**src/rtl/shift_register_pkg.sv**
```systemverilog
// Shared definitions for the parametrised display shift register: operation
// codes, per-stage source select and the occupancy counter width.
package shift_register_pkg;

   localparam logic [2:0] MODE_HOLD  = 3'd0;
   localparam logic [2:0] MODE_SHL   = 3'd1;
   localparam logic [2:0] MODE_SHR   = 3'd2;
   localparam logic [2:0] MODE_ROL   = 3'd3;
   localparam logic [2:0] MODE_ROR   = 3'd4;
   localparam logic [2:0] MODE_LOAD  = 3'd5;
   localparam logic [2:0] MODE_CLEAR = 3'd6;

   typedef enum logic [2:0] {
      SEL_HOLD  = 3'd0,
      SEL_LEFT  = 3'd1,
      SEL_RIGHT = 3'd2,
      SEL_PAR   = 3'd3,
      SEL_ZERO  = 3'd4
   } sel_e;

   // Enough bits to hold every value from 0 up to and including depth.
   function automatic int count_width(input int depth);
      return $clog2(depth + 1);
   endfunction

endpackage

```
**src/rtl/shift_stage.sv**
```systemverilog
// One W-bit tap of the shift chain: holds, or loads the left neighbour, the
// right neighbour, its parallel word or zero.
module shift_stage
   import shift_register_pkg::*;
#(
   parameter int W = 4
) (
   input  logic         CLK,
   input  logic         RST,
   input  logic         en,
   input  logic [2:0]   sel,
   input  logic [W-1:0] left,
   input  logic [W-1:0] right,
   input  logic [W-1:0] par,
   output logic [W-1:0] q
);

   logic [W-1:0] nxt;

   always_comb begin
      // NOTE: assigning a default before the case keeps this purely combinational (no latch).
      nxt = q;
      case (sel_e'(sel))
         SEL_LEFT:  nxt = left;
         SEL_RIGHT: nxt = right;
         SEL_PAR:   nxt = par;
         SEL_ZERO:  nxt = '0;
         default:   nxt = q;
      endcase
   end

   // NOTE: registers use non-blocking assignments so every tap samples its neighbour's old value.
   always_ff @(posedge CLK or negedge RST) begin
      if (!RST)
         q <= '0;
      else if (en)
         q <= nxt;
   end

endmodule

```
**src/rtl/shift_register_param.sv**
```systemverilog
// DEPTH-word display shift register with bidirectional shift, rotate, parallel
// load, clear and occupancy count; every tap is exposed on Dout.
module shift_register_param
   import shift_register_pkg::*;
#(
   parameter int W     = 4,
   parameter int DEPTH = 8
) (
   input  logic                            CLK,
   input  logic                            RST,
   input  logic                            Ce,
   input  logic [2:0]                      Mode,
   input  logic [W-1:0]                    Din,
   input  logic [W*DEPTH-1:0]              Pin,
   output logic [W*DEPTH-1:0]              Dout,
   output logic [W-1:0]                    Sout,
   output logic [count_width(DEPTH)-1:0]   Count,
   output logic                            Full,
   output logic                            Empty
);

   localparam int CW = count_width(DEPTH);

   logic [W-1:0] tap [DEPTH];
   logic [2:0]   sel;

   always_comb begin
      sel = SEL_HOLD;
      case (Mode)
         MODE_SHL, MODE_ROL: sel = SEL_LEFT;
         MODE_SHR, MODE_ROR: sel = SEL_RIGHT;
         MODE_LOAD:          sel = SEL_PAR;
         MODE_CLEAR:         sel = SEL_ZERO;
         default:            sel = SEL_HOLD;
      endcase
   end

   // The chain ends take either the serial input or the wrapped-around tap.
   for (genvar k = 0; k < DEPTH; k++) begin : g_stage
      logic [W-1:0] left_src;
      logic [W-1:0] right_src;

      if (k == 0) begin : g_first
         assign left_src = (Mode == MODE_ROL) ? tap[DEPTH-1] : Din;
      end else begin : g_mid_l
         assign left_src = tap[k-1];
      end

      if (k == DEPTH-1) begin : g_last
         assign right_src = (Mode == MODE_ROR) ? tap[0] : Din;
      end else begin : g_mid_r
         assign right_src = tap[k+1];
      end

      shift_stage #(.W(W)) u_stage (
         .CLK   (CLK),
         .RST   (RST),
         .en    (Ce),
         .sel   (sel),
         .left  (left_src),
         .right (right_src),
         .par   (Pin[W*k +: W]),
         .q     (tap[k])
      );

      assign Dout[W*k +: W] = tap[k];
   end

   assign Full  = (Count == CW'(DEPTH));
   assign Empty = (Count == '0);

   always_ff @(posedge CLK or negedge RST) begin
      if (!RST) begin
         Sout  <= '0;
         Count <= '0;
      end else if (Ce) begin
         case (Mode)
            MODE_SHL: begin
               Sout <= tap[DEPTH-1];
               if (!Full) Count <= Count + 1'b1;
            end
            MODE_SHR: begin
               Sout <= tap[0];
               if (!Full) Count <= Count + 1'b1;
            end
            MODE_LOAD:  Count <= CW'(DEPTH);
            MODE_CLEAR: begin
               Sout  <= '0;
               Count <= '0;
            end
            default: ;
         endcase
      end
   end

endmodule

```
**config.mk**
```make
export PLATFORM = sky130hd
export DESIGN_NAME = shift_register_param
export DESIGN_NICKNAME = d
export VERILOG_FILES = /design/src/rtl/shift_register_pkg.sv /design/src/rtl/shift_stage.sv /design/src/rtl/shift_register_param.sv
export SDC_FILE = /design/constraint.sdc
export NUM_CORES = 1
export LEC_CHECK = 0
export BUFFER_PORTS_ARGS = -buffer_cell sky130_fd_sc_hd__buf_2
export CAP_MARGIN = 0
export CELL_PAD_IN_SITES_DETAIL_PLACEMENT = 1
export CELL_PAD_IN_SITES_GLOBAL_PLACEMENT = 2
export CORE_UTILIZATION = 31
export CTS_BUF_LIST = sky130_fd_sc_hd__clkbuf_4 sky130_fd_sc_hd__clkbuf_8 sky130_fd_sc_hd__clkbuf_16
export CTS_CLUSTER_DIAMETER = 100
export CTS_CLUSTER_SIZE = 8
export DETAILED_ROUTE_END_ITERATION = 8
export MAX_ROUTING_LAYER = met4
export PLACE_DENSITY = 0.81
export SYNTH_ARGS = -nofsm -noshare
export SYNTH_HDL_FRONTEND = slang
export SYNTH_SLANG_ARGS = --single-unit
```
**constraint.sdc**
```tcl
create_clock -name CLK -period 2.1 [get_ports CLK]
set_input_delay 0.42 -clock CLK [delete_from_list [all_inputs] [get_ports CLK]]
set_output_delay 0.42 -clock CLK [all_outputs]
set_load 0.005 [all_outputs]
```
# == Word-level counts from Yosys, hierarchy flattened ==
# Cells that the tools add are included.
# word_totals
ff_bits,40
in_bits,42
output_inout_bits,42
word_cells,47
# op_classes
add_sub_neg,1
eq_ne,12
n_mux,14
reduce_logical,10
# op_table
operator,count
4-bit case mux with 4 select lines,8
4-bit case mux with 3 select lines,2
"3-bit by 2-bit equality test with 1-bit output, second input constant",4
"3-bit equality test, second input constant",4
4-bit two-way mux,3
3-bit case mux with 4 select lines,1
"3-bit by 1-bit equality test with 1-bit output, second input constant",2
3-bit nonzero test,2
2-bit OR reduction,3
"4-bit by 1-bit adder with 4-bit output, second input constant",1
"4-bit equality test, second input constant",1
4-bit zero test,1
2-bit AND reduction,2
4-bit nonzero test,1
3-bit AND reduction,1
"2-bit != test, second input constant",1

# == Longest topological paths before layout ==
# logic_depth
depth_word,6
ltp_mapped,8
ltp_nobuf,6

# == Cells and area by module ==
# A second synthesis with hierarchy kept.
# unflattened
cells_unflattened,327
hier_area_um2,3079.2
# modules_own_cells
module,n_inst,cells_each,area_each_um2,seq_area_each_um2
shift_stage,8,32,300.3,100.1
shift_register_param,1,71,676.9,200.2

# == Least setup slack after synthesis ==
# OpenSTA, ideal clock, no wires.
# synth_timing
path_type,input -> register
start,input port Mode[1]
end,register g_stage[1].u_stage.q[3]
setup_ns,0.092
arrival_time_ns,1.883
t_required_ns,2.008
slack_ns,0.125
cell_stages,8
path_buffers,2
path_cell_list,inv_1 -> ha_1 -> buf_6 -> or4b_4 -> o31ai_4 -> buf_6 -> a221oi_1 -> o31ai_2
# synth_between
elab_chain_len,6
elab_cells_between_ends,16
cone_classes,eq/ne (10); mux (2); reduce/logical (4)
# synth_lines
item,line,source
start: declaration,shift_register_param.sv:12,"input logic [2:0] Mode,"
"3-bit equality test, or another cell as far along",shift_register_param.sv:29,case (Mode)
2-bit OR reduction,shift_register_param.sv:29,
3-bit case mux with 4 select lines *,shift_register_param.sv:29,
"3-bit by 1-bit equality test with 1-bit output, or another cell as far along",shift_stage.sv:23,case (sel_e'(sel))
4-bit nonzero test (no source line),--,
2-bit AND reduction (no source line),--,
end signal: assignment,shift_stage.sv:37,q <= nxt;
end: declaration,shift_stage.sv:15,output logic [W-1:0] q
# Mark *: on every way between the ends. The rest lies on a longest branch, timed or not.
# A chain may end at the register's enable or synchronous reset.

# == Worst setup path in the final report ==
# layout_timing
start,input port Mode[0]
end,register g_stage[1].u_stage.q[0]
# The elaborated chain is that of the path after synthesis.

==> results.py <==
metrics = {
    "status": {
        "run_status": "finished, final reports clean",
    },
    "clock_tree": {
        "numCtsBuffers": 5,
        "clkSinkCount": 40,
        "clock-root-buffer": "clkbuf_8",
        "post_cts_resize_count": 0,
        "clkTransAtPathRegs_ps": 80,
        "h-tree-depth": 2,
        "clk-insertion-delay-late_ps": 290,
        "cts_buffer_depth": 2,
        "post_cts_buffers": 0,
        "cts_tree": "done",
        "hold_buffers": 0,
    },
    "timing": {
        "fin_tns_setup_ps": 0,
        "max_slew.worst_pin.slew_ps": 739,
        "fin_crit_ps": 1850,
        "setup_slack_ps": 246,
        "relSlewSlack": 0.507,
        "setup_viol_count_final": 0,
        "skew_ps": 6.82,
        "maxSlewViolCount": 0,
        "hold_viol_final": 0,
        "grt_setup_unrepaired": "false",
        "post-route-period-util": 0.883,
        "fmax_ghz": 0.539,
    },
    "routing": {
        "drt_iter0_markers": 88,
        "post-route-drc-count": 0,
        "drtPass1Iterations": 4,
        "final_antenna_net_count": 0,
        "vias": 2394,
        "routed_wl_um": 7750,
        "routedWlPerCell_um": 17.1,
        "via_per_inst": 5.28,
    },
    "logic_synthesis": {
        "synth_mux_area_frac": 0.0524,
        "synth_xor_area_frac": 0.00337,
        "yosys.area_share.simple": 0.149,
        "synthArstFlopShare": 1.00,
        "synthTopCellsByArea": "dfrtp_1 (38%), o31ai_2 (13%), a221oi_1 (8.8%)",
        "synth.avg_cell_area_sq_um": 10.1,
        "synth_nets": 306,
        "synth_top_family_by_area": "compound AO/OA/AOI/OAI gates",
        "ys.warnings.count": 0,
        "ys.flop_type": "dfrtp_1",
        "synth_compound_area_frac": 0.324,
        "yosysTopAreaCell": "dfrtp_1",
        "syn_inst": 258,
        "synth.top_cell.area_share": 0.385,
        "synth_edf_count": 0,
        "syn-cell-area_sq_mm": 0.00260,
        "synth-seq-cells": 40,
        "synthAdderAreaFrac": 0.0289,
        "ys_types": 35,
        "synth_seq_area_share": 0.385,
    },
    "setup_path": {
        "cp.required_ps": 2310,
        "endpoint_kind": "flop",
        "r2r_start": "Count[0]",
        "crit_type": "in -> reg",
        "arrival_ps": 2060,
        "cp_max_fo": 4,
        "worst-r2r-setup-slack_ps": 440,
        "reg2reg_depth": 7,
        "start_kind": "input pin",
        "reg2reg_to": "Count[2]",
    },
    "place": {
        "dp_hpwl_um": 5570,
        "portBuffers": 83,
        "pre_cts_ws_ps": -82.3,
        "gp_congestion": 0.803,
    },
    "global_routing": {
        "grt_pass1_vias": 2424,
        "antenna_found_initial": 0,
        "use_met3": 0.0317,
        "grt_pass1_wl_um": 12800,
        "met1_usage": 0.267,
        "met2_usage": 0.302,
        "grt_max_degree": 37,
        "grt_overflow": 0,
        "grt.busiest_layer": "met2",
        "grtUsageTotal": 0.195,
    },
    "layout": {
        "diodes": 0,
        "final_nets": 395,
        "fin_util": 0.413,
        "drive_gt1_frac": 0.440,
        "area_delta_synth_final_pct": 29.9,
        "final_common_cell": "buf_2",
        "layout_common_cells": "buf_2 (83), dfrtp_1 (40), nand2_1 (40)",
    },
    "power_and_ir_drop": {
        "p_leak_nw": 1.58,
        "power_density_mw_per_mm2": 797,
        "ir_drop_mv": 0.316,
    },
    "floorplan": {
        "ios": 84,
        "start_util": 0.318,
        "core_area_sq_mm": 0.00818,
        "die_w_um": 93.6,
        "fp-row-count": 33,
        "die-area_sq_mm": 0.00876,
        "die_y_um": 93.6,
    },
    "min_path": {
        "worstHoldPathType": "in -> async",
    },
    "job": {
        "drv_cap": 0,
    },
}
## final cells by class
type / instances / area, sq um
clock inverters: 1 / 8.76
multi-input cells: 191 / 1450
inverters: 5 / 18.8
flip-flops and latches: 40 / 1000
fillers: 963 / 4800
repair buffers: 104 / 686
well taps: 105 / 131
clock buffers: 7 / 83.8
## cells in the mapped netlist, drive strengths merged, types with 5 or more instances
cell type	instances
ha	6
nand2	40
nor2	30
mux2i	8
inv	5
o31ai	29
a22o	5
dfrtp	40
o21ai	10
clkbuf	7
mux2	5
nor2b	9
a221oi	28
buf	15
## cell families after synthesis
group / after synthesis
xor gates and xnor gates: 1
adders and majority gates: 6
DFF: 40
buffers and inverters: 27
and+or+nand+nor: 87
muxes: 13
AOI/OAI and AO/OA: 84
## metrics by stage
stage | instances | hold WS, ps | power (mW) | area [sq um]
CTS | 453 | 200 | 2.74 | 3380
floorplan | 258 | 124 | 1.69 | 2600
detailed placement | 445 | 482 | 2.18 | 3290
global route | 453 | 236 | 2.90 | 3380
global placement | 445 | 464 | 2.13 | 3290
finish | 453 | 183 | 2.69 | 3380
## routing by layer
metal | vias to the layer above | routed length (um)
met3 | 4 | 334
li1 | 1144 | -
met4 | 0 | 65
met5 | - | 0
met1 | 1185 | 3670
met2 | 61 | 3680
## how the worst max path moves through the flow
stage | slack (ps) | start | to
3_3_place_gp | 20 | Mode[0] | g_stage[6].u_stage.q[1]
4_1_cts | 240 | Mode[0] | g_stage[1].u_stage.q[0]
5_1_grt | 150 | Mode[0] | g_stage[6].u_stage.q[0]
6_report | 250 | Mode[0] | g_stage[1].u_stage.q[0]
2_1_floorplan | 120 | Mode[1] | g_stage[1].u_stage.q[3]
3_5_place_dp | -80 | Mode[0] | g_stage[4].u_stage.q[3]
## worst max-delay path: stages
cell      delay (ps)
buf_2            120
inv_1             80
ha_1             270
or4b_4           510
o31ai_4          120
buf_4            200
a221oi_1         110
o31ai_2          230
## sequential cells by signal, indices dropped and copies added, names as in the netlist
signal	count
Sout	4
Count	4
g_stage.u_stage.q	32
## where the power goes
group | switching (mW) | internal [mW]
clock | 0.287 | 0.264
sequential | 0.220 | 0.953
combinational | 0.489 | 0.479
total | 0.996 | 1.70
Power figures use the tool's default switching activity.
